## src/rtl/sched_pkg.sv

```systemverilog
// Shared types and defaults for the round-robin process scheduler.
package sched_pkg;

  localparam int NUM_PROC_DEF = 4;
  localparam int PC_WIDTH_DEF = 32;
  localparam int ID_WIDTH_DEF = $clog2(NUM_PROC_DEF);

  // Scheduler phases: waiting for work, running a process, searching for the
  // next ready slot, and handing its PC to the CPU.
  typedef enum logic [1:0] {
    IDLE   = 2'd0,
    RUN    = 2'd1,
    SELECT = 2'd2,
    LOAD   = 2'd3
  } sched_state_e;

  // One process slot at the default PC width.
  typedef struct packed {
    logic                    valid;
    logic [PC_WIDTH_DEF-1:0] pc;
  } slot_t;

endpackage

```

## src/rtl/rr_select.sv

```systemverilog
// Rotating priority encoder: returns the first set bit of valid_i found when
// walking upward from start_i and wrapping around, so start_i itself is
// examined first and start_i-1 last.
module rr_select #(
  parameter int NUM = 4,
  parameter int IDW = $clog2(NUM)
) (
  input  logic [NUM-1:0] valid_i,
  input  logic [IDW-1:0] start_i,
  output logic           found_o,
  output logic [IDW-1:0] nextId_o
);

  logic [IDW-1:0] idx;

  // Walk the slots in rotated order and keep the first hit.
  always_comb begin
    found_o  = 1'b0;
    nextId_o = '0;
    idx      = '0;
    for (int k = 0; k < NUM; k++) begin
      idx = start_i + IDW'(k);
      if (!found_o && valid_i[idx]) begin
        found_o  = 1'b1;
        nextId_o = idx;
      end
    end
  end

endmodule

```

## src/rtl/process_scheduler.sv

```systemverilog
// Round-robin context-switch controller. Holds a table of process slots
// (valid bit + saved PC), saves the outgoing PC on a quantum expiry, picks
// the next ready slot in rotating order and loads its PC into the CPU while
// holding the CPU halted. Process creation is accepted in any phase.
module process_scheduler
  import sched_pkg::*;
#(
  parameter int NUM_PROC = NUM_PROC_DEF,
  parameter int PC_WIDTH = PC_WIDTH_DEF,
  parameter int ID_WIDTH = $clog2(NUM_PROC)
) (
  input  logic                clock,
  input  logic                reset,
  input  logic                troca_req,
  input  logic [PC_WIDTH-1:0] pc_salvo,
  input  logic                fim_processo,
  input  logic                cria_valid,
  input  logic [PC_WIDTH-1:0] cria_pc,
  output logic                cria_ack,
  output logic                cria_full,
  output logic [PC_WIDTH-1:0] pc_novo,
  output logic                pc_load,
  output logic                quantum_clr,
  output logic                cpu_halt,
  output logic [ID_WIDTH-1:0] proc_atual
);

  // Slot entry sized to this instance's PC width.
  typedef struct packed {
    logic                valid;
    logic [PC_WIDTH-1:0] pc;
  } slotEntry_t;

  sched_state_e        state_q, state_d;
  slotEntry_t          slot_q [NUM_PROC];
  logic [NUM_PROC-1:0] validVec;

  logic [ID_WIDTH-1:0] procAtual_q, procAtual_d;
  logic [PC_WIDTH-1:0] pcNovo_q, pcNovo_d;
  logic                hasRun_q, hasRun_d;
  logic                criaAck_q, criaFull_q;

  logic [ID_WIDTH-1:0] selStart, selId, freeId;
  logic                selFound, freeFound;
  logic                endEn, saveEn, criaEn;

  // Flatten the valid bits so both searches can see the whole table at once.
  always_comb begin
    validVec = '0;
    for (int i = 0; i < NUM_PROC; i++) begin
      validVec[i] = slot_q[i].valid;
    end
  end

  // Until some process has run since reset there is no "previous" process to
  // rotate past, so the search starts at slot 0 instead of proc_atual+1.
  assign selStart = hasRun_q ? (procAtual_q + ID_WIDTH'(1)) : procAtual_q;

  rr_select #(
    .NUM (NUM_PROC),
    .IDW (ID_WIDTH)
  ) u_sel (
    .valid_i  (validVec),
    .start_i  (selStart),
    .found_o  (selFound),
    .nextId_o (selId)
  );

  // Lowest-index free slot: same encoder, inverted vector, fixed start at 0.
  rr_select #(
    .NUM (NUM_PROC),
    .IDW (ID_WIDTH)
  ) u_free (
    .valid_i  (~validVec),
    .start_i  ('0),
    .found_o  (freeFound),
    .nextId_o (freeId)
  );

  assign criaEn = cria_valid & freeFound;

  // Next-state logic; the new PC and slot index are captured on leaving
  // SELECT so they are already stable during the LOAD cycle.
  always_comb begin
    state_d     = state_q;
    procAtual_d = procAtual_q;
    pcNovo_d    = pcNovo_q;
    hasRun_d    = hasRun_q;
    endEn       = 1'b0;
    saveEn      = 1'b0;
    unique case (state_q)
      IDLE: begin
        if (|validVec) begin
          state_d = SELECT;
        end
      end
      RUN: begin
        if (fim_processo) begin
          endEn   = 1'b1;
          state_d = SELECT;
        end else if (troca_req) begin
          saveEn  = 1'b1;
          state_d = SELECT;
        end
      end
      SELECT: begin
        if (selFound) begin
          state_d     = LOAD;
          procAtual_d = selId;
          pcNovo_d    = slot_q[selId].pc;
          hasRun_d    = 1'b1;
        end else begin
          state_d = IDLE;
        end
      end
      LOAD: begin
        state_d = RUN;
      end
      default: begin
        state_d = IDLE;
      end
    endcase
  end

  // Scheduler state register with synchronous active-low reset.
  always_ff @(posedge clock) begin
    if (!reset) begin
      state_q     <= IDLE;
      procAtual_q <= '0;
      pcNovo_q    <= '0;
      hasRun_q    <= 1'b0;
    end else begin
      state_q     <= state_d;
      procAtual_q <= procAtual_d;
      pcNovo_q    <= pcNovo_d;
      hasRun_q    <= hasRun_d;
    end
  end

  // Slot table: end/save touch the running slot, creation writes a slot that
  // was free before this edge, so the two never collide.
  always_ff @(posedge clock) begin
    if (!reset) begin
      for (int i = 0; i < NUM_PROC; i++) begin
        slot_q[i] <= '0;
      end
    end else begin
      if (endEn) begin
        slot_q[procAtual_q].valid <= 1'b0;
      end
      if (saveEn) begin
        slot_q[procAtual_q].pc <= pc_salvo;
      end
      if (criaEn) begin
        slot_q[freeId].valid <= 1'b1;
        slot_q[freeId].pc    <= cria_pc;
      end
    end
  end

  // Creation handshake pulses, one cycle after the request.
  always_ff @(posedge clock) begin
    if (!reset) begin
      criaAck_q  <= 1'b0;
      criaFull_q <= 1'b0;
    end else begin
      criaAck_q  <= criaEn;
      criaFull_q <= cria_valid & ~freeFound;
    end
  end

  assign cria_ack    = criaAck_q;
  assign cria_full   = criaFull_q;
  assign pc_novo     = pcNovo_q;
  assign pc_load     = (state_q == LOAD);
  assign quantum_clr = (state_q == LOAD);
  assign cpu_halt    = (state_q != RUN);
  assign proc_atual  = procAtual_q;

endmodule
```

## config.mk

```make
export PLATFORM = sky130hd
export DESIGN_NAME = process_scheduler
export DESIGN_NICKNAME = d
export VERILOG_FILES = /design/src/rtl/sched_pkg.sv /design/src/rtl/rr_select.sv /design/src/rtl/process_scheduler.sv
export SDC_FILE = /design/constraint.sdc
export NUM_CORES = 1
export LEC_CHECK = 0
export CORE_MARGIN = 2
export CORE_UTILIZATION = 37
export CTS_BUF_LIST = sky130_fd_sc_hd__clkbuf_16
export DETAILED_ROUTE_END_ITERATION = 16
export HOLD_SLACK_MARGIN = 0.15
export PLACE_DENSITY = 0.68
export SLEW_MARGIN = 5
export SYNTH_ARGS = -nofsm -noshare
export SYNTH_HDL_FRONTEND = slang
export SYNTH_SLANG_ARGS = --single-unit
```

## constraint.sdc

```tcl
create_clock -name clock -period 8.2 [get_ports clock]
set_input_delay 0.82 -clock clock [delete_from_list [all_inputs] [get_ports clock]]
set_output_delay 0.82 -clock clock [all_outputs]
set_load 0.005 [all_outputs]
```

## Word level (Yosys, flattened, before mapping)

Memory sizes are Yosys's and may differ from the RTL's. A register that Yosys moved wholly into a read port is not among the register bits.
Cells that the tools add are included.

| storage, ports and cells | value |
|---|---|
| RAM bits | 132 |
| logic and storage cells | 93 |
| memories kept | 1 |
| bits in registers | 7 |

| operators by class | value |
|---|---|
| reductions and logical operators | 19 |
| $add $sub $neg | 4 |
| muxes and demuxes | 50 |
| bitwise logic cells | 4 |
| magnitude comparators | 4 |
| equal/unequal tests | 6 |

Memories:

| name | words | width | read ports | clocked after Yosys merged registers in | wr ports | line | text |
|---|---|---|---|---|---|---|---|
| slot_q | 4 | 33 | 5 | 1 | 4 | process_scheduler.sv:35 | `slotEntry_t slot_q [NUM_PROC];` |

Operators with widths:

| cell | number |
|---|---|
| 33-bit two-way mux | 2 |
| 33-bit OR reduction | 2 |
| 1-bit two-way mux | 29 |
| 2-bit two-way mux | 14 |
| 2-bit by 3-bit less-than comparator with 1-bit output, second input constant | 4 |
| 1-bit binary-select mux with 2-bit select | 4 |
| 2-bit case mux with 4 select lines | 1 |
| 1-bit logical NOT | 7 |
| 1-bit logical AND | 6 |
| 2-bit by 1-bit adder with 2-bit output, second input constant | 2 |
| 2-bit adder, second input constant | 2 |
| 2-bit == test, second input constant | 2 |
| 4-bit inverter | 1 |
| 2-bit AND reduction | 2 |
| 4-bit OR reduction | 1 |
| 3-bit inequality test, second input constant | 1 |
| 1-bit AND | 2 |
| 2-bit by 1-bit == test with 1-bit output, second input constant | 1 |
| 2-bit logical NOT | 1 |
| 2-bit by 1-bit inequality test with 1-bit output, second input constant | 1 |
| 2-bit inequality test, second input constant | 1 |
| 1-bit inverter | 1 |

## Logic depth before layout (Yosys ltp)

An unclocked memory read counts as a cell.

| logic depth | value |
|---|---|
| depth after elaboration | 18 |
| depth in mapped cells | 11 |
| gate-level depth less buffers | 7 |

## By module

From an unflattened synthesis, not the netlist that was laid out.

| second synthesis, totals | value |
|---|---|
| cells, all modules | 620 |
| area, all modules | 8212.9 µm² |

By module, submodules not included:

| module | instances | cells each | seq. area each (µm²) | area each (µm²) |
|---|---|---|---|---|
| process_scheduler | 1 | 590 | 4704.5 | 8057.7 |
| rr_select | 2 | 15 | 0.0 | 77.6 |

## Worst setup path before layout

No wires, ideal clock.

| timing | value |
|---|---|
| kind | input-to-reg |
| start point | input reset |
| end point | memory slot_q[1][0] in the netlist's numbering (enable) |
| slack | 4.894 ns |
| path buffers | 3 |
| setup time | 0.395 ns |
| arrival | 2.911 ns |
| data required time | 7.805 ns |
| stages | 6 |
| path through | clkbuf_1 nand2_1 nor3b_1 clkbuf_1 clkbuf_1 nand3b_1 |

RTL lines:

| element | line | text |
|---|---|---|
| start, declared | process_scheduler.sv:13 | `input logic reset,` |
| end, declared | process_scheduler.sv:35 |  |

## Worst setup path in the final report

| timing | value |
|---|---|
| start point | register procAtual_q[0] (netlist: proc_atual[0]) |
| end point | register pcNovo_q[15] (netlist: pc_novo[15]) (read register of slot_q) |

| between the ends | value |
|---|---|
| longest elaborated chain between the ends | 15 |
| elaborated cells between the ends (all ways) | 28 |
| those cells by class | add/sub: 4; mux: 17; reduce/logical: 7 |

RTL lines:

| element | line | text |
|---|---|---|
| start, declared | process_scheduler.sv:38 | `logic [ID_WIDTH-1:0] procAtual_q, procAtual_d;` |
| start signal, assigned | process_scheduler.sv:134 | `procAtual_q <= procAtual_d;` |
| 2-bit by 1-bit adder with 2-bit output | process_scheduler.sv:57 | `assign selStart = hasRun_q ? (procAtual_q + ID_WIDTH'(1)) : procAtual_q;` |
| 2-bit two-way mux * | process_scheduler.sv:57 |  |
| branches (longest 13 deep; another with 2-bit by 1-bit adder with 2-bit output) | n/a |  |
| end, declared | process_scheduler.sv:39 | `logic [PC_WIDTH-1:0] pcNovo_q, pcNovo_d;` |

Mark *: on every way between the ends. The select of a mux whose other input is x is not followed.
A chain may end at the register's enable or synchronous reset.

==> impl_metrics.toml <==
[run_status]
status = "complete, no violations"

[final_layout]
area_growth_pct = 21.4
design_area_um2 = 10300
antennaDiodeCount = 0
finalNetCount = 910
layout_commonest_cell = "nand2_1"
drive_gt1_share_pct = 13.0
layout_common_cells = "nand2_1, edfxtp_1, clkdlybuf4s50_1, o31ai_1, o21ai_0"

[synth]
synth_warnings = 0
avgSynthCellArea_um2 = 11.0
ys_seq_area_share_pct = 55.4
syn_area_um2 = 8490
synth_cells = 772
ys.flop_type = "edfxtp_1"
synth_nets = 841
synth-edff-count = 128
synth_cell_types = 62
async_flop_share_pct = 0
synth-seq-cells = 171

[worst_hold_path]
min_from = "pc_novo[24]"
hp-class = "reg -> reg"

[timing]
max_freq_mhz = 236
rsz0062_at_grt = "no"
maxSlewViolCount = 0
hold_violations = 0
tns_ns = 0
fin_crit_sh_pct = 51.7
relSlewSlack_pct = 20.4
layout_min_cycle_time_ns = 4.24
skew_ns = 0.00712
worst_pin_slew_ns = 1.19
setup_viol = 0

[pwr]
ir_drop_mv = 0.149
p_leak_nw = 3.37
sw_frac_of_total_pct = 26.8
p_per_area_nw_per_um2 = 220
p_clk_share_pct = 33.6
internal_power_mw = 1.66
seq_power_share_pct = 46.5
switchingPower_uw = 608
power_frac_comb_pct = 19.9

[grt]
antenna_found_initial = 0
gr-total-overflow = 0
grt_use_total_pct = 19.8
grt_pass1_wl_mm = 36.8
grt_start_max_net_pins = 67
first_global_vias = 6456

[detailed_routing]
drcViolationCount = 0
wl_mm = 23.5
wl_met3_mm = 1.90
vias = 6679
avgRoutedWirePerCell_um = 20.7
first_pass_iters = 5
antenna_left = 0
wl_met2_mm = 11.1
dr.max_layer_used = "met4"
wl_met1_mm = 10.2
drtIter0Drc = 790
routed_via_density = 5.86

[clock_tree]
cts.clk_slew.worst_paths_ns = 0.07
ctsRootBufferMaster = "clkbuf_16"
clk_path_buf_depth = 2
cts_resized = 0
clock_sinks = 171
holdBufCountCts = 0
post_cts_buffers = 0
cts_buffers = 17
insertion_delay_ns = 0.43
cts_tree = "built"
cts-htree-levels = 4

[floorplanning]
io_pins = 108
die_w_um = 156
dieArea_um2 = 24200
core_area_um2 = 22600
die_h_um = 156
rows = 55
initial_core_util_pct = 37.6

[run]
drv_cap = 0

[setup_path]
path_buf_inv = 1
crit_arrival_ns = 4.54
slowest_stage = "dfxtp_1"
start_kind = "register"
crit_path_end_kind = "register"
path_class = "reg -> reg"
required_ns = 8.50
crit_chain = "mux4_2, mux2i_4, nor4_1, o21a_1, nor2_4, buf_4, mux4_2, o2bb2ai_1"
slowest_delay_ns = 0.90
crit_fanout = 27
crit_top_cell = "mux4_2"
r2r-start = "proc_atual[0]"
crit_start = "proc_atual[0]"
critPathTopFamily = "multiplexers"

[place]
placed_area_um2 = 9770
portBuffers = 107
gp_congestion = 0.797
hpwl_mm = 14.0
[worst paths after layout]
kind / to / slack, ns / cells after the start
hold / removal: pc_novo[24] / 0.46 / 2
setup reg to reg: pc_novo[15] / 3.96 / 8
hold reg to reg: pc_novo[24] / 0.46 / 2
setup / recovery: pc_novo[15] / 3.96 / 8
[metal layers]
metal | track usage [%] | vias up
met5 | 0 | -
met4 | 6.29 | 0
met1 | 27.4 | 3250
met3 | 3.43 | 19
li1 | - | 3085
met2 | 31.8 | 325
[worst min-delay path: stages (launching register included)]
cell	delay (ns)
dfxtp_1	0.31
nand2_1	0.05
o2bb2ai_1	0.06
[kinds of logic after synthesis]
| family | Yosys count | synth area share, % |
|---|---|---|
| AOI/OAI and AO/OA | 228 | 19.4 |
| DFF | 171 | 55.4 |
| muxes | 38 | 7.34 |
| and+or+nand+nor | 254 | 13.4 |
| buffers and inverters | 77 | 4.07 |
| adders and majority gates | 1 | 0.118 |
| xor gates and xnor gates | 3 | 0.309 |
[power by group through the flow]
stage / Sequential (mW) / Clock, mW / Combinational, mW
2_1_floorplan: 1.05 / 0 / 0.299
3_3_place_gp: 1.07 / 0 / 0.445
3_5_place_dp: 1.07 / 0 / 0.453
4_1_cts: 1.06 / 0.768 / 0.455
5_1_grt: 1.06 / 0.798 / 0.488
6_report: 1.06 / 0.763 / 0.452
[area by class of cell]
cell class	instances	area (um2)
fill	2044	12300
sequential	171	4700
multi-input combinational	524	3500
timing repair buffer	124	1200
clock buffer	17	425
tap	285	357
clock inverter	15	121
inverter	3	11.3
[per-stage QoR]
step | cells | power (mW) | worst slack, ns | hold WS, ns | utilization (%)
6_report | 1139 | 2.27 | 3.96 | 0.462 | 45.7
5_1_grt | 1139 | 2.35 | 3.67 | 0.496 | 45.7
4_1_cts | 1139 | 2.28 | 3.95 | 0.466 | 45.7
3_5_place_dp | 1107 | 1.53 | 3.97 | 0.457 | 43.3
3_3_place_gp | 1107 | 1.52 | 4.12 | 0.450 | 43.3
2_1_floorplan | 772 | 1.34 | 4.89 | 0.446 | -
[sequential cells by signal (all words and copies together), names as in the netlist]
signal,flops
slot_q,132
pc_novo,32
proc_atual,2
state_q,2
cria_ack,1
cria_full,1
hasRun_q,1
[Yosys cell counts (3+ instances only)]
| cell | count | area [um2] |
|---|---|---|
| nand2_1 | 182 | 683 |
| edfxtp_1 | 128 | 3840 |
| o31ai_1 | 97 | 728 |
| clkbuf_1 | 54 | 203 |
| o21ai_0 | 54 | 270 |
| dfxtp_1 | 43 | 861 |
| a31oi_1 | 19 | 119 |
| nand3_1 | 19 | 95.1 |
| mux2_2 | 18 | 203 |
| o221a_2 | 18 | 203 |
| o2bb2ai_1 | 15 | 131 |
| mux4_2 | 14 | 315 |
| nor2_1 | 10 | 37.5 |
| buf_2 | 8 | 40.0 |
| buf_1 | 6 | 22.5 |
| nand3b_1 | 6 | 45.0 |
| nor2b_1 | 5 | 31.3 |
| nor3_1 | 5 | 25.0 |
| a21oi_1 | 3 | 15.0 |
| a31o_2 | 3 | 26.3 |
| a41oi_1 | 3 | 26.3 |
| buf_6 | 3 | 33.8 |
| inv_1 | 3 | 11.3 |
| mux2i_1 | 3 | 30.0 |
| nand2b_1 | 3 | 18.8 |
| nand4b_1 | 3 | 26.3 |
No activity file was read; power rests on OpenSTA's default activity.
